--- config.mk ---
export PLATFORM = sky130hd
export DESIGN_NAME = cache_refill_ctrl
export DESIGN_NICKNAME = d
export VERILOG_FILES = /design/src/rtl/cache_refill_ctrl.sv
export SDC_FILE = /design/constraint.sdc
export NUM_CORES = 1
export LEC_CHECK = 0
export ABC_AREA = 1
export BUFFER_PORTS_ARGS = -buffer_cell sky130_fd_sc_hd__buf_2
export CAP_MARGIN = 40
export CORE_MARGIN = 3
export CORE_UTILIZATION = 39
export CTS_CLUSTER_SIZE = 10
export DETAILED_ROUTE_END_ITERATION = 7
export PLACE_DENSITY_LB_ADDON = 0.25
export SLEW_MARGIN = 20
export SYNTH_ARGS = -nofsm -noshare
export SYNTH_HDL_FRONTEND = slang
export SYNTH_SLANG_ARGS = --single-unit
--- constraint.sdc ---
create_clock -name clk -period 4.1 [get_ports clk]
set_input_delay 0.205 -clock clk [delete_from_list [all_inputs] [get_ports clk]]
set_output_delay 0.205 -clock clk [all_outputs]
set_load 0.03 [all_outputs]
--- src/rtl/cache_refill_ctrl.sv ---
// -----------------------------------------------------------------------------
// cache_refill_ctrl
//
// Memory-side responder for the data cache miss interface. An accepted miss
// optionally writes the dirty victim block back to word-wide memory, then reads
// the requested block one word at a time and presents the whole block for a
// single cycle on fetch_data / fetch_enable. busy is high whenever the
// controller is not idle, so the cache can stall its pipeline.
//
// Sequence per accepted request:
//   IDLE -> WB   (BLOCK_SIZE cycles, only when the victim is dirty)
//        -> FILL (BLOCK_SIZE+1 cycles: BLOCK_SIZE reads plus one drain cycle
//                 for the one-cycle memory read latency)
//        -> RESP (1 cycle, fetch_enable pulse) -> IDLE
//
// Ports:
//   clk, rst        clock; synchronous active-high reset
//   req_valid       miss request, only looked at while idle
//   req_addr        miss byte address (block offset bits ignored)
//   wb_valid        victim is dirty, sampled together with req_valid
//   wb_addr         victim block base address (block offset bits ignored)
//   wb_data         victim block, word i at [i*DATA_WIDTH +: DATA_WIDTH]
//   fetch_data      refilled block, held until the next response
//   fetch_enable    one-cycle pulse, fetch_data valid
//   busy            high in every state except idle
//   mem_addr        word-aligned memory byte address
//   mem_wr_en       memory word write strobe
//   mem_rd_en       memory word read strobe
//   mem_wdata       memory write data
//   mem_rdata       memory read data, valid one cycle after mem_rd_en
//
// Optional build macro REFILL_PERF_CNT_EN: adds miss_count / wb_count outputs
// counting accepted requests and accepted dirty requests (wrapping 32-bit).
// -----------------------------------------------------------------------------
module cache_refill_ctrl #(
    parameter int DATA_WIDTH = 32,
    parameter int ADDR_WIDTH = 32,
    parameter int BLOCK_SIZE = 4
) (
    input  logic                             clk,
    input  logic                             rst,
    input  logic                             req_valid,
    input  logic [ADDR_WIDTH-1:0]            req_addr,
    input  logic                             wb_valid,
    input  logic [ADDR_WIDTH-1:0]            wb_addr,
    input  logic [DATA_WIDTH*BLOCK_SIZE-1:0] wb_data,
    output logic [DATA_WIDTH*BLOCK_SIZE-1:0] fetch_data,
    output logic                             fetch_enable,
    output logic                             busy,
    output logic [ADDR_WIDTH-1:0]            mem_addr,
    output logic                             mem_wr_en,
    output logic                             mem_rd_en,
    output logic [DATA_WIDTH-1:0]            mem_wdata,
    input  logic [DATA_WIDTH-1:0]            mem_rdata
`ifdef REFILL_PERF_CNT_EN
    ,
    output logic [31:0]                      miss_count,
    output logic [31:0]                      wb_count
`endif
);

    localparam int WORD_IDX_W = $clog2(BLOCK_SIZE);
    localparam int BYTE_OFF_W = $clog2(DATA_WIDTH / 8);
    localparam int BLK_OFF_W  = WORD_IDX_W + BYTE_OFF_W;
    localparam int TAG_W      = ADDR_WIDTH - BLK_OFF_W;
    localparam int CNT_W      = WORD_IDX_W + 1;
    localparam int BLK_W      = DATA_WIDTH * BLOCK_SIZE;

    // Last write-back beat, and the FILL drain beat (one past the last read).
    localparam logic [CNT_W-1:0] LAST_WB   = CNT_W'(BLOCK_SIZE - 1);
    localparam logic [CNT_W-1:0] LAST_FILL = CNT_W'(BLOCK_SIZE);

    typedef enum logic [1:0] {
        S_IDLE = 2'd0,
        S_WB   = 2'd1,
        S_FILL = 2'd2,
        S_RESP = 2'd3
    } state_t;

    state_t                 state_q, state_d;
    logic [CNT_W-1:0]       cnt_q, cnt_d;
    logic [TAG_W-1:0]       req_tag_q;
    logic [TAG_W-1:0]       wb_tag_q;
    logic [BLK_W-1:0]       wb_data_q;
    logic [BLK_W-1:0]       fetch_data_q;

    logic                   accept;
    logic [WORD_IDX_W-1:0]  word_idx;
    logic [DATA_WIDTH-1:0]  wb_word [BLOCK_SIZE];
    logic [BLK_W-1:0]       fill_block;
    logic                   unused_addr_bits;

    // A request is only honoured while idle; anything arriving while busy is
    // dropped and must be re-asserted by the cache.
    assign accept   = (state_q == S_IDLE) && req_valid;

    // Only the low counter bits form the word offset; the extra counter bit
    // exists solely to count the FILL drain beat.
    assign word_idx = cnt_q[WORD_IDX_W-1:0];

    // Block offset bits of both addresses are don't-care.
    assign unused_addr_bits = ^{req_addr[BLK_OFF_W-1:0], wb_addr[BLK_OFF_W-1:0]};

    // -------------------------------------------------------------------------
    // State register
    // -------------------------------------------------------------------------
    always_ff @(posedge clk) begin
        if (rst) begin
            state_q <= S_IDLE;
            cnt_q   <= '0;
        end else begin
            state_q <= state_d;
            cnt_q   <= cnt_d;
        end
    end

    // -------------------------------------------------------------------------
    // Request capture: addresses and victim data are frozen at acceptance so
    // the cache is free to change its inputs while we work.
    // -------------------------------------------------------------------------
    always_ff @(posedge clk) begin
        if (rst) begin
            req_tag_q <= '0;
            wb_tag_q  <= '0;
            wb_data_q <= '0;
        end else if (accept) begin
            req_tag_q <= req_addr[ADDR_WIDTH-1:BLK_OFF_W];
            wb_tag_q  <= wb_addr[ADDR_WIDTH-1:BLK_OFF_W];
            wb_data_q <= wb_data;
        end
    end

    genvar gi;

    // Victim block split into words for the write-back mux.
    generate
        for (gi = 0; gi < BLOCK_SIZE; gi++) begin : g_wb_word
            assign wb_word[gi] = wb_data_q[gi*DATA_WIDTH +: DATA_WIDTH];
        end
    endgenerate

    // -------------------------------------------------------------------------
    // Fill buffer. Read data for word k arrives on FILL beat k+1. The last word
    // arrives on the drain beat and goes straight into fetch_data_q, so only
    // BLOCK_SIZE-1 words need holding registers.
    // -------------------------------------------------------------------------
    generate
        for (gi = 0; gi < BLOCK_SIZE - 1; gi++) begin : g_fill
            logic [DATA_WIDTH-1:0] word_q;

            always_ff @(posedge clk) begin
                if (rst) begin
                    word_q <= '0;
                end else if ((state_q == S_FILL) && (cnt_q == CNT_W'(gi + 1))) begin
                    word_q <= mem_rdata;
                end
            end

            assign fill_block[gi*DATA_WIDTH +: DATA_WIDTH] = word_q;
        end
    endgenerate

    assign fill_block[BLK_W-1 -: DATA_WIDTH] = mem_rdata;

    // fetch_data only changes when a new block is completed, so it stays
    // stable through idle periods between responses.
    always_ff @(posedge clk) begin
        if (rst) begin
            fetch_data_q <= '0;
        end else if ((state_q == S_FILL) && (cnt_q == LAST_FILL)) begin
            fetch_data_q <= fill_block;
        end
    end

    // -------------------------------------------------------------------------
    // Next-state and Moore outputs
    // -------------------------------------------------------------------------
    always_comb begin
        state_d      = state_q;
        cnt_d        = cnt_q;
        fetch_enable = 1'b0;
        mem_addr     = '0;
        mem_wr_en    = 1'b0;
        mem_rd_en    = 1'b0;
        mem_wdata    = '0;

        case (state_q)
            S_IDLE: begin
                if (req_valid) begin
                    state_d = wb_valid ? S_WB : S_FILL;
                    cnt_d   = '0;
                end
            end

            S_WB: begin
                mem_wr_en = 1'b1;
                mem_addr  = {wb_tag_q, word_idx, {BYTE_OFF_W{1'b0}}};
                mem_wdata = wb_word[word_idx];
                if (cnt_q == LAST_WB) begin
                    state_d = S_FILL;
                    cnt_d   = '0;
                end else begin
                    cnt_d = cnt_q + CNT_W'(1);
                end
            end

            S_FILL: begin
                // Reads are issued on beats 0..BLOCK_SIZE-1; the final beat
                // only waits for the last read word.
                if (cnt_q < LAST_FILL) begin
                    mem_rd_en = 1'b1;
                    mem_addr  = {req_tag_q, word_idx, {BYTE_OFF_W{1'b0}}};
                end
                if (cnt_q == LAST_FILL) begin
                    state_d = S_RESP;
                    cnt_d   = '0;
                end else begin
                    cnt_d = cnt_q + CNT_W'(1);
                end
            end

            S_RESP: begin
                fetch_enable = 1'b1;
                state_d      = S_IDLE;
            end

            default: begin
                state_d = S_IDLE;
                cnt_d   = '0;
            end
        endcase
    end

    assign busy       = (state_q != S_IDLE);
    assign fetch_data = fetch_data_q;

`ifdef REFILL_PERF_CNT_EN
    // -------------------------------------------------------------------------
    // Performance counters, wrapping naturally at 2^32.
    // -------------------------------------------------------------------------
    logic [31:0] miss_count_q;
    logic [31:0] wb_count_q;

    always_ff @(posedge clk) begin
        if (rst) begin
            miss_count_q <= '0;
            wb_count_q   <= '0;
        end else if (accept) begin
            miss_count_q <= miss_count_q + 32'd1;
            if (wb_valid) begin
                wb_count_q <= wb_count_q + 32'd1;
            end
        end
    end

    assign miss_count = miss_count_q;
    assign wb_count   = wb_count_q;
`endif

endmodule

* Word-level counts from Yosys, hierarchy flattened
Cells that the tools add are included.
** Storage, ports and cells
- Input port bits :: 228
- Register bits after elaboration :: 413
- Word-level logic and storage cells :: 52
- Output and inout port bits :: 196
** Cells by class
- Add/subtract/negate cells :: 1
- Mux-type cells :: 19
- $lt $le $gt $ge :: 2
- Bitwise logic cells :: 1
- Equality and inequality tests :: 10
- Reductions and logical operators :: 10
** Operators with widths (count)
- two-way mux 32 bit :: 4
- binary-select mux 32 bit (select 2 bit) :: 1
- one-hot mux 32 bit (2 select lines) :: 1
- two-way mux 3 bit :: 3
- one-hot mux 3 bit (3 select lines) :: 1
- two-way mux 2 bit :: 4
- one-hot mux 2 bit (4 select lines) :: 1
- == test 3 x 2 -> 1 bit, second input constant :: 2
- logical AND 1 bit :: 5
- == test 2 bit, second input constant :: 2
- two-way mux 1 bit :: 4
- != test 2 bit, second input constant :: 2
- adder 3 x 1 -> 3 bit, second input constant :: 1
- == test 3 x 1 -> 1 bit, second input constant :: 1
- == test 3 bit, second input constant :: 1
- >= comparator 3 bit, second input constant :: 1
- < comparator 3 bit, second input constant :: 1
- inverter 2 -> 3 bit :: 1
- AND reduction 3 bit :: 1
- nonzero test 3 bit :: 1
- == test 2 x 1 -> 1 bit, second input constant :: 1
- logical NOT 2 bit :: 1
- != test 2 x 1 -> 1 bit, second input constant :: 1
- AND reduction 2 bit :: 1
- nonzero test 2 bit :: 1

* Longest topological paths before layout
- Depth after elaboration :: 5
- Mapped depth :: 10
- Depth with buffers taken out :: 8

* Worst setup path before layout
OpenSTA, ideal clock, no wires.
- Kind :: register -> output
- From :: reg state_q[1]
- To :: out mem_addr[2]
- Path slack :: 2.015 ns
- Arrival time :: 1.880 ns
- Stages on the path, launching flop included :: 6
- Required time :: 3.895 ns
- Buffers on the path :: 1
- Cell sequence :: dfxtp_1 -> inv_1 -> ha_1 -> clkbuf_1 -> nor2_1 -> nor3_1
** On the way
- Word-level cells in the longest chain between the ends :: 2
- Elaborated cells between the ends (all ways) :: 3
- Classes of those cells :: eq/ne (2); mux (1)
** Ends and longest elaborated chain
- start: declaration :: RTL line 80 : state_t state_q, state_d;
- start signal: assignment :: RTL line 112 : state_q <= state_d;
- == test 2 bit or == test 2 x 1 -> 1 bit (tied branches) :: RTL line 187 : case (state_q)
- one-hot mux 32 bit (2 select lines) (*) :: RTL line 187
- end: declaration :: RTL line 50 : output logic [ADDR_WIDTH-1:0] mem_addr,
Mark *: on every way between the ends. The rest lies on a longest branch, timed or not.

* Worst setup path after layout
- From :: reg state_q[0]
- To :: out mem_addr[10]
The elaborated chain is that of the path after synthesis.

==> key figures <==
Synth
  – Distinct cells, synth: 18
  – Synth top area share: 0.5144
  – Synth area leader: dfxtp_1
  – Post-synthesis sequential area ratio: 0.5144
  – Synthesized area: 16,070 um2
  – Main synth FF type: dfxtp_1
  – Top cells by area, synth: dfxtp_1 (51%), nor2_1 (13%), o21ai_0 (13%)
  – Commonest cells post-synth: nor2_1 (569), dfxtp_1 (413), o21ai_0 (405), a21oi_1 (255), inv_1 (142)
  – Count leader, synth: nor2_1
  – Async SR Flop Fraction: 0
  – Number of flops mapped to enable cells by yosys: 0
  – Post-Synthesis Cells: 2,193
  – #FFs+latches synth: 413
  – Synthesis Warnings: 0
  – Avg Inst Size Synth: 7.329 um2

Route
  – Via count: 16,350
  – WL final: 53,440 um
  – DR WL/cell: 16.39 um
  – Final ANT Viol Nets: 0
  – Drt pass-1 iters: 5
  – DR iter-0 viols: 1,290
  – Vias/cell: 5.016
  – Post-route DRC: 0

CTS
  – Clk root buf: clkbuf_16
  – Post-cts repair resize count: 0
  – Clock Tree Buf Depth: 3
  – Total CTS buffers: 48
  – Clock transition at path regs: 0.06 ns
  – # H-tree levels: 2
  – CTS tree: built
  – Clk_lat worst skew: 0.58 ns
  – Setup repair bufs after CTS: 0
  – Post-CTS Hold Fix Bufs: 216
  – Clock sink count: 413

Timing
  – Setup violators final: 0
  – Final TNS setup: 0 ns
  – Least-Margin Pin Slew: 0.8159 ns
  – Hold WS: 0.05845 ns
  – RSZ-0062 raised after global routing: false
  – Max Clk Rate: 350.0 MHz
  – Ratio of final minimum period to clock period: 0.6969
  – Final worst slack: 1.243 ns
  – Skew final: 0.02460 ns
  – Slew Limit Fails: 0
  – Max-slew headroom: 0.4561
  – Final Hold Vio Count: 0
  – Final min period: 2.857 ns

Pwr
  – Sequential Power Share: 0.419
  – Logic pwr share: 0.250
  – Pwr dens: 523.8 nW/um2
  – Leak: 9.103 nW
  – Worst VDD drop: 0.3725 mV
  – Clock Power Share: 0.330
  – Internal: 0.007674 W
  – Sw Share: 0.3308
  – NetSw: 0.003794 W

Setup path
  – Required @ worst endpoint: 3.89 ns
  – RR Startpoint: cnt_q[1]
  – Worst setup EP type: output port
  – Crit path kind: reg2out
  – WP data arrival: 2.65 ns
  – Crit. Startpoint: state_q[0]
  – Setup crit start kind: flop
  – Worst r2r dst: g_fill[2].word_q[25]
  – Worst Reg-to-Reg Cells: 9
  – Worst-path maximum fanout: 51
  – R2R Setup Slk: 1.36 ns

Die
  – DIE AREA: 43,680 um2
  – Die W: 209 um
  – CORE AREA: 40,190 um2
  – Initial Util: 0.3999
  – Die H: 209 um
  – I/O Pins: 424
  – Rows: 73

GRT
  – Antenna violations before repair: 5
  – GR Util All Layers: 0.2345
  – Vias in the first global route: 15,930
  – Remaining Overflow, GRT: 0
  – Global-route wire length before repair: 84,570 um
  – Largest net degree at the start of global routing: 144

Placed design
  – Cell count after placement: 2,979
  – Port bufs: 413
  – Detailed Place HPWL: 32,650 um
  – Worst slack, placed: 1.312 ns
  – Placer Congestion: 0.8338

Min path
  – Hold endpoint: state_q[1]
  – Hold Crit Class: in2reg
  – Hold Path Stages: 6
  – Hold path start: wb_valid

Flow run
  – Max-Cap Viols: 0

Status
  – Status: complete, no violations

Layout
  – Util after Layout: 0.5448
  – Share of layout cells above drive strength 1: 0.1842
  – FF/Latch Area: 8269 um2
  – Layout fillers: 3,725
  – Final Instance Count excl. Fillers: 3,260
  – Area of the multi-input gates: 6533 um2
  – Area delta synth->final: 36.22%
  – Final net count: 2,961
registers in the layout (all words and copies together) (netlist names):
register       flops
req_tag_q         28
wb_data_q        128
cnt_q              3
g_fill.word_q     96
wb_tag_q          28
fetch_data       128
state_q            2
final cells by class:
class	instances	area share
timing repair buffer	653	0.2075
multi-input combinational	1460	0.2984
antenna	4	0.0004572
sequential	413	0.3777
inverter	146	0.02549
clock buffer	53	0.05664
clock inverter	6	0.003886
tap	525	0.03000
layer usage:
metal,part of all wire,GRT usage,vias to the layer above
li1,-,-,8122
met1,0.44,0.2999,7528
met4,0.033,0.08661,4
met2,0.47,0.3914,575
met5,0.00049,0,-
met3,0.064,0.04894,124
power groups by stage:
stage                     Combinational [W]  Clock [W]  Sequential (W)
final                               0.00287    0.00379         0.00481
after global routing                0.00321    0.00403         0.00487
after CTS                           0.00282    0.00387         0.00480
after detailed placement            0.00265          0         0.00488
after global placement              0.00259          0         0.00486
after floorplan                     0.00195          0         0.00482
cell usage in the layout (no fill, tap or decap), types with 3 or more instances in the layout:
cell           Yosys  layout
buf_4              9      15
clkbuf_16          0      48
ha_1              11      11
nor2_1           569     569
buf_12             0       3
o21ai_1            5       5
a21oi_1          255     255
dfxtp_1          413     412
inv_1            142     141
buf_2             49     413
o21ai_0          405     405
nand2_1          141     138
buf_16             0       4
diode_2            0       4
dlygate4sd3_1      0     216
clkbuf_1         117       3
nand3_1           68      67
worst max-delay path by stage:
stage                                 to
global route                mem_addr[13]
global placement    g_fill[2].word_q[17]
CTS                         mem_addr[10]
detailed placement  g_fill[2].word_q[25]
floorplan                    mem_addr[2]
finish                      mem_addr[10]
worst max-delay path: stages, from the launching register on:
cell	delay (ns)
dfxtp_1	0.33
inv_1	0.12
ha_1	0.34
inv_2	0.10
nor2_4	0.09
buf_4	0.48
nand2_1	0.10
a21oi_1	0.21
buf_2	0.25
cell families (layout without fill, tap and decap cells):
| group | Yosys count | count (layout) | synth area share |
|---|---|---|---|
| compound gates | 666 | 666 | 0.2076 |
| fa+ha+maj | 11 | 11 | 0.008564 |
| buf+inv | 321 | 858 | 0.08089 |
| flops | 413 | 413 | 0.5144 |
| other cells | 1 | 6 | 0.0002333 |
| simple gates | 781 | 781 | 0.1883 |
stage by stage:
stage	instance area [um2]	total power (W)
floorplan	16080	0.006765
global placement	18250	0.007446
detailed placement	18340	0.007538
CTS	21830	0.01149
global route	21890	0.01211
finish	21890	0.01147
(Power assumes the default switching activity.)
